$ cat config.mk
export PLATFORM = sky130hd
export DESIGN_NAME = left_l_shifter
export DESIGN_NICKNAME = d
export VERILOG_FILES = /design/src/rtl/lls_pkg.sv /design/src/rtl/lls_stage.sv /design/src/rtl/left_l_shifter.sv
export SDC_FILE = /design/constraint.sdc
export NUM_CORES = 1
export LEC_CHECK = 0
export ABC_AREA = 1
export BUFFER_PORTS_ARGS = -buffer_cell sky130_fd_sc_hd__buf_2
export CAP_MARGIN = 30
export CORE_MARGIN = 2
export CORE_UTILIZATION = 36
export DETAILED_ROUTE_END_ITERATION = 6
export GPL_ROUTABILITY_DRIVEN = 0
export HOLD_SLACK_MARGIN = 0.05
export MAX_ROUTING_LAYER = met4
export PLACE_DENSITY = 0.56
export RECOVER_POWER = 50
export SETUP_SLACK_MARGIN = 0.15
export SLEW_MARGIN = 10
export SYNTH_ARGS = -nofsm -noshare
export SYNTH_HDL_FRONTEND = slang
export SYNTH_HIERARCHICAL = 1
export SYNTH_SLANG_ARGS = --single-unit
$ cat constraint.sdc
create_clock -name clk -period 2.2 [get_ports clk]
set_clock_uncertainty 0.2 [all_clocks]
set_input_delay 0.22 -clock clk [delete_from_list [all_inputs] [get_ports clk]]
set_output_delay 0.22 -clock clk [all_outputs]
set_load 0.05 [all_outputs]
$ cat src/rtl/lls_pkg.sv
// Shared types and constants for the left logical shifter slice.
package lls_pkg;

  localparam int LLS_WIDTH   = 32;
  localparam int LLS_SHAMT_W = 5;

  typedef logic [LLS_WIDTH-1:0]   lls_word_t;
  typedef logic [LLS_SHAMT_W-1:0] lls_shamt_t;

endpackage : lls_pkg

$ cat src/rtl/lls_stage.sv
// One level of the logarithmic barrel network: shifts left by SHIFT when
// sel is set, otherwise passes the word through unchanged.
module lls_stage
  import lls_pkg::*;
#(
  parameter int SHIFT = 1
) (
  input  logic      sel,
  input  lls_word_t d,
  output lls_word_t q
);

  // Conditional fixed-distance left shift with zero fill.
  always_comb begin
    q = d;
    if (sel) begin
      q = d << SHIFT;
    end else begin
      q = d;
    end
  end

endmodule : lls_stage

$ cat src/rtl/left_l_shifter.sv
// 32-bit left logical shifter, one register stage (latency 1).
// Optional build macro LLS_SHAMT_MASK_EN: when defined, only B[4:0] is
// used as the shift amount (RV32 SLL semantics); when undefined, any
// amount of 32 or more yields zero (full-width A << B semantics).
module left_l_shifter
  import lls_pkg::*;
(
  input  logic        clk,
  input  logic        rst_n,
  input  logic        in_valid,
  input  logic [31:0] A,
  input  logic [31:0] B,
  output logic [31:0] S,
  output logic        out_valid
);

  lls_word_t  stage_s [0:LLS_SHAMT_W];
  lls_shamt_t shamt_s;
  lls_word_t  net_s;
  lls_word_t  s_r;
  logic       valid_r;

  assign shamt_s    = B[LLS_SHAMT_W-1:0];
  assign stage_s[0] = A;

  // Five barrel levels, level k shifting by 2^k under control of B[k].
  for (genvar k = 0; k < LLS_SHAMT_W; k++) begin : g_level
    lls_stage #(
      .SHIFT(1 << k)
    ) u_stage (
      .sel(shamt_s[k]),
      .d  (stage_s[k]),
      .q  (stage_s[k+1])
    );
  end

`ifdef LLS_SHAMT_MASK_EN
  // Upper amount bits are intentionally ignored in the masked build.
  logic unused_hi_s;
  assign unused_hi_s = |B[31:LLS_SHAMT_W];

  // Masked build: the 5-bit network result is the final answer.
  always_comb begin
    net_s = stage_s[LLS_SHAMT_W];
  end
`else
  // Full-width build: any amount >= 32 shifts every bit out.
  always_comb begin
    net_s = 32'h0000_0000;
    if (|B[31:LLS_SHAMT_W]) begin
      net_s = 32'h0000_0000;
    end else begin
      net_s = stage_s[LLS_SHAMT_W];
    end
  end
`endif

  // Result register: loads only on a valid capture, holds otherwise.
  always_ff @(posedge clk or negedge rst_n) begin
    if (!rst_n) begin
      s_r <= 32'h0000_0000;
    end else if (in_valid) begin
      s_r <= net_s;
    end else begin
      s_r <= s_r;
    end
  end

  // Valid strobe travels one cycle behind in_valid.
  always_ff @(posedge clk or negedge rst_n) begin
    if (!rst_n) begin
      valid_r <= 1'b0;
    end else begin
      valid_r <= in_valid;
    end
  end

  assign S         = s_r;
  assign out_valid = valid_r;

endmodule : left_l_shifter

==> impl_metrics.ini, run 1 <==
[worst_hold_path]
hold_path.class = in2reg
hp-start = B[8]

[sta]
rsz0062_at_grt = false
finalCriticalPeriod_ns = 1.83
setup_violations = 0
worst_pin_slew_ns = 1.39
timing.setup.tns_ns = 0
timing.final.crit_share = 0.832
slew_headroom = 0.0723
whs_ns = 0.177
fmax_ghz = 0.546
hold_viol_final = 0
slew_viol_final = 0

[setup_path]
start_kind = input pin
crit-reg2reg-launch = S[19]$_DFFE_PN0P_
required_ns = 2.22
cp_max_fo = 30
path_class = in2reg
endpoint_kind = flop
arrival_ns = 1.85
cp-startpoint = B[0]

[run_status]
status = finished clean

[die]
die_w_um = 111
die_area_sq_um = 12400
core_area_sq_um = 11400
ios = 100
start_util = 0.366
std_cell_rows = 39
die_h_um = 111

[synth]
ys_top_cells_by_area = nand2_1, dfrtp_1, inv_1, nand3_2, nand2_2
synth_area_per_cell_sq_um = 5.67
async_flop_share = 1.00
synth.distinct_cells = 19
synthTopCellsByCount = nand2_1, inv_1, nor2_1
synth_top_area_frac = 0.414
ys_ff_latch = 33
syn_area_sq_um = 4160
synth_cells = 734
syn_nets = 801
synth_most_common_cell = nand2_1
ys_seq_area_frac = 0.199
ys.flop_type = dfrtp_1
synth_edf_count = 0
yosysWarnings = 6
netlist.top_cell.by_area = nand2_1

[detailed_routing]
vias = 4235
wl_per_cell_um = 11.2
wl_met2_mm = 4.90
postRouteAntennaNets = 0
met1_length_mm = 5.40
firstDrtPassIters = 4
dr_wl_met3_um = 329
top_layer_used = met4
drc_errors = 0
routed_wl_mm = 10.7
drt_iter0_markers = 241
viasPerCell = 4.43

[pwr]
cellPowerDensity_nw_per_um2 = 440
ir_drop_uv = 294
p_leak_nw = 2.99

[clocking]
cts_setup_buffers = 0
cts_root_buf = clkbuf_16
numCtsBuffers = 5
insertion_delay_ns = 0.28
numClockSinks = 33
clockBufferDepth = 2
cts.reportedPaths.clkPinSlew_ns = 0.05
cts_max_level = 2
cts_tree = yes
cts_resized = 0

[placement]
dpl.hpwl_mm = 8.15
place_inst = 947
port_buffers = 99
dpl_cell_area_sq_um = 4490

[job]
drv_cap = 0

[finish]
diodes = 0
drive_above_1_share = 0.199
area_growth_pct = 11.3
final_nets = 879
final_cell_area_sq_um = 4630
final_util = 0.407
layoutNonFillerInstCount = 956

[global_route]
grt.overflow.total = 0
grt_max_degree = 34
grtUsageTotal = 0.185
grt_pass1_wl_mm = 18.9
grt_pass1_vias = 4059
antenna_found_initial = 0
[state kept, by name, indices dropped and copies added (netlist names)]
signal	count
out_valid	1
S	32
[stage by stage]
step                      worst slack (ns)  total power, mW
final                                0.369             2.04
after global routing                 0.166             2.18
after CTS                            0.432             2.05
after detailed placement             0.147             1.22
after global placement               0.175             1.22
after floorplan                      0.552             1.09
[final timing paths]
check,end,cells past startpoint,slack [ns]
worst max-delay path,S[23]$_DFFE_PN0P_,16,0.37
worst min-delay path,S[9]$_DFFE_PN0P_,6,0.18
worst max register to register,S[19]$_DFFE_PN0P_,2,1.35
worst min register to register,S[20]$_DFFE_PN0P_,2,0.28
max in group asynchronous,S[9]$_DFFE_PN0P_,2,0.88
min in group asynchronous,S[24]$_DFFE_PN0P_,2,0.38
[critical path: stages]
cell,delay [ns]
buf_2,0.21
inv_8,0.21
nand2_2,0.06
nand2_1,0.09
nand2_1,0.06
nand2_1,0.10
nand2_1,0.06
nand2_1,0.10
inv_1,0.05
nor2_1,0.19
nand2_1,0.08
nand2_1,0.12
nand2_1,0.07
inv_1,0.11
nand3_2,0.07
nand2_1,0.06
[power breakdown]
part / leakage [nW] / total (mW) / switching, mW / internal (mW)
sequential: 0.459 / 0.609 / 0.000285 / 0.608
clock: 0.0841 / 0.825 / 0.259 / 0.566
combinational: 2.45 / 0.602 / 0.396 / 0.206
[cells in the final DEF (no fill, tap or decap), drive strengths merged]
master       Yosys  layout
inv             86      86
bufinv           0       1
nor2            42      42
clkbuf          16      42
nand3           32      32
dlygate4sd3      0       1
nand2          495     495
and2             2       2
dfrtp           33      33
buf             28      79
[area by class of cell]
cell class / instances / area [sq um]
fillers: 1334 / 6740
multi-input cells: 571 / 2460
flip-flops and latches: 33 / 826
repair buffers: 115 / 636
inverters: 86 / 358
well taps: 143 / 179
clock buffers: 7 / 143
clock inverters: 1 / 30.0
[logic make-up after synthesis]
group / share of synthesized area
flip-flops: 0.199
AND/OR/NAND/NOR: 0.591
buffers and inverters: 0.211
[layer usage]
| layer | global-route usage | vias up |
|---|---|---|
| met3 | 0.0229 | 11 |
| met2 | 0.290 | 66 |
| met1 | 0.257 | 1887 |
| met4 | 0.0420 | 0 |
| li1 | - | 2271 |
| met5 | - | - |
[repair_timing]
action,in CTS,in global routing
setup endpoints to repair,0,0
endpoints found under the hold margin,33,0
hold buffers,1,0
No activity file was read; power rests on OpenSTA's default activity.
==> run 2, diff against run 1 <==
==> constraint.sdc (replaced) <==
create_clock -name clk -period 1.8 [get_ports clk]
set_clock_uncertainty 0.2 [all_clocks]
set_input_delay 0.18 -clock clk [delete_from_list [all_inputs] [get_ports clk]]
set_output_delay 0.18 -clock clk [all_outputs]
set_load 0.05 [all_outputs]
==> run 2 against run 1 <==
Net effect: non-clock buffer count is 3 higher; via count is 0.50% lower; global-route usage is 0.83 points lower; largest power group unchanged; critical path depth is 9 lower; register-to-register slack worse by 0.41 ns; sequential share of layout area is 0.28 points lower; worst hold slack better by 0.038 ns; utilization is 0.64 points higher; highest routed layer unchanged.
==> impl_metrics.ini, run 2 (same netlist as run 1, synthesis figures left out) <==
[setup_path]
arrival_ns = 1.53
max_stage_delay_ns = 0.53
slowest_stage = dlygate4sd3_1
required_ns = 1.82
start_kind = input pin
endpoint_kind = flop
cp_max_fo = 18
path_class = in2reg
crit_top_cell = nand2_1
cp_cell_sequence = dlygate4sd3_1, clkbuf_4, buf_4, nand2_1, inv_1, nand3_2, nand2_1

[pwr]
cellPowerDensity_nw_per_um2 = 485
ir_drop_uv = 282
p_leak_nw = 3.09
power_mw = 2.28

[run_status]
status = finished clean

[sta]
slew_headroom = 0.443
whs_ns = 0.216
setup_violations = 0
hold_viol_final = 0
finalCriticalPeriod_ns = 1.52
fmax_ghz = 0.659
worst_pin_slew_ns = 0.835
rsz0062_at_grt = false
timing.final.crit_share = 0.843
slew_viol_final = 0

[die]
std_cell_rows = 39
ios = 100
core_area_sq_um = 11400
die_w_um = 111
die_area_sq_um = 12400
die_h_um = 111
start_util = 0.366

[detailed_routing]
wl_per_cell_um = 10.8
drc_errors = 0
vias = 4214
firstDrtPassIters = 4
viasPerCell = 4.40
postRouteAntennaNets = 0
drt_iter0_markers = 221
routed_wl_mm = 10.3

[finish]
final_common_cell = nand2_1
diodes = 0
final_nets = 883
largest_register_ffs = 32
area_growth_pct = 13.0
final_cell_area_sq_um = 4700
drive_above_1_share = 0.233
layout_common_cells = nand2_1, inv_1, buf_2
nFillCells = 1331

[clocking]
insertion_delay_ns = 0.27
clockBufferDepth = 2
cts_tree = yes
cts.reportedPaths.clkPinSlew_ns = 0.05
cts_root_buf = clkbuf_16
numClockSinks = 33
numCtsBuffers = 5
cts_max_level = 2
cts_setup_buffers = 0

[global_route]
antenna_found_initial = 0
grtUsageTotal = 0.177
grt_pass1_vias = 3981
grt_max_degree = 34
grt.overflow.total = 0
grt_pass1_wl_mm = 18.1

[job]
drv_cap = 0

[placement]
dpl_cell_area_sq_um = 4520
port_buffers = 99
dpl.hpwl_mm = 7.99

[worst_hold_path]
hold_path.class = in2reg
## run 2: what timing repair did
| item | 4_1_cts | 5_1_grt |
|---|---|---|
| hold buffers | 2 | 0 |
| setup endpoints to repair | 8 | 32 |
| hold endpoints to repair | 34 | 0 |
| cloned | 1 | 0 |
| resized for setup | 1 | 15 |
## run 2: area by class of cell
cell class,count,area [sq um],share of cell area
clock buffers,5,125,0.0266
clock inverters,1,5.00,0.00106
inverters,86,368,0.0783
multi-input cells,571,2470,0.526
flip-flops and latches,33,826,0.176
well taps,143,179,0.0381
repair buffers,118,717,0.153
repair inverters,1,6.26,0.00133
## run 2: metal layers
metal | vias to the layer above | part of all wire | GRT usage
li1 | 2278 | - | -
met2 | 69 | 0.45 | 0.276
met5 | - | 0 | -
met1 | 1861 | 0.51 | 0.247
met3 | 6 | 0.036 | 0.0234
met4 | 0 | 0.0070 | 0.0362
## run 2: report_power, final
group | internal [mW] | leakage [nW] | switching (mW)
registers | 0.744 | 0.459 | 0.000213
logic | 0.266 | 2.56 | 0.483
clock network | 0.493 | 0.0655 | 0.292
## run 2: worst paths after layout
check                                   from           endpoint  slack (ns)  cells after the start
max                                 in_valid  S[14]$_DFFE_PN0P_        0.28                      7
min in group asynchronous              rst_n  S[24]$_DFFE_PN0P_        0.42                      3
min reg2reg                 S[5]$_DFFE_PN0P_   S[5]$_DFFE_PN0P_        0.27                      2
max reg2reg                S[19]$_DFFE_PN0P_  S[19]$_DFFE_PN0P_        0.94                      2
max in group asynchronous              rst_n  S[16]$_DFFE_PN0P_        0.45                      3
min                                    B[12]  S[12]$_DFFE_PN0P_        0.22                      8
## run 2: worst max-delay path: cells and delay by family
| kind | cells | cell delay, ns |
|---|---|---|
| buffers and inverters | 4 | 1.12 |
| AND/OR/NAND/NOR | 3 | 0.24 |
## run 2: stage by stage
step	utilization	setup WS, ns	setup TNS [ns]	cells
6_report	0.413	0.283	0	958
5_1_grt	0.413	0.155	0	958
4_1_cts	0.411	0.210	0	958
3_5_place_dp	0.397	-0.154	-3.48	949
3_3_place_gp	0.397	-0.144	-3.10	949
2_1_floorplan	-	0.192	0	734
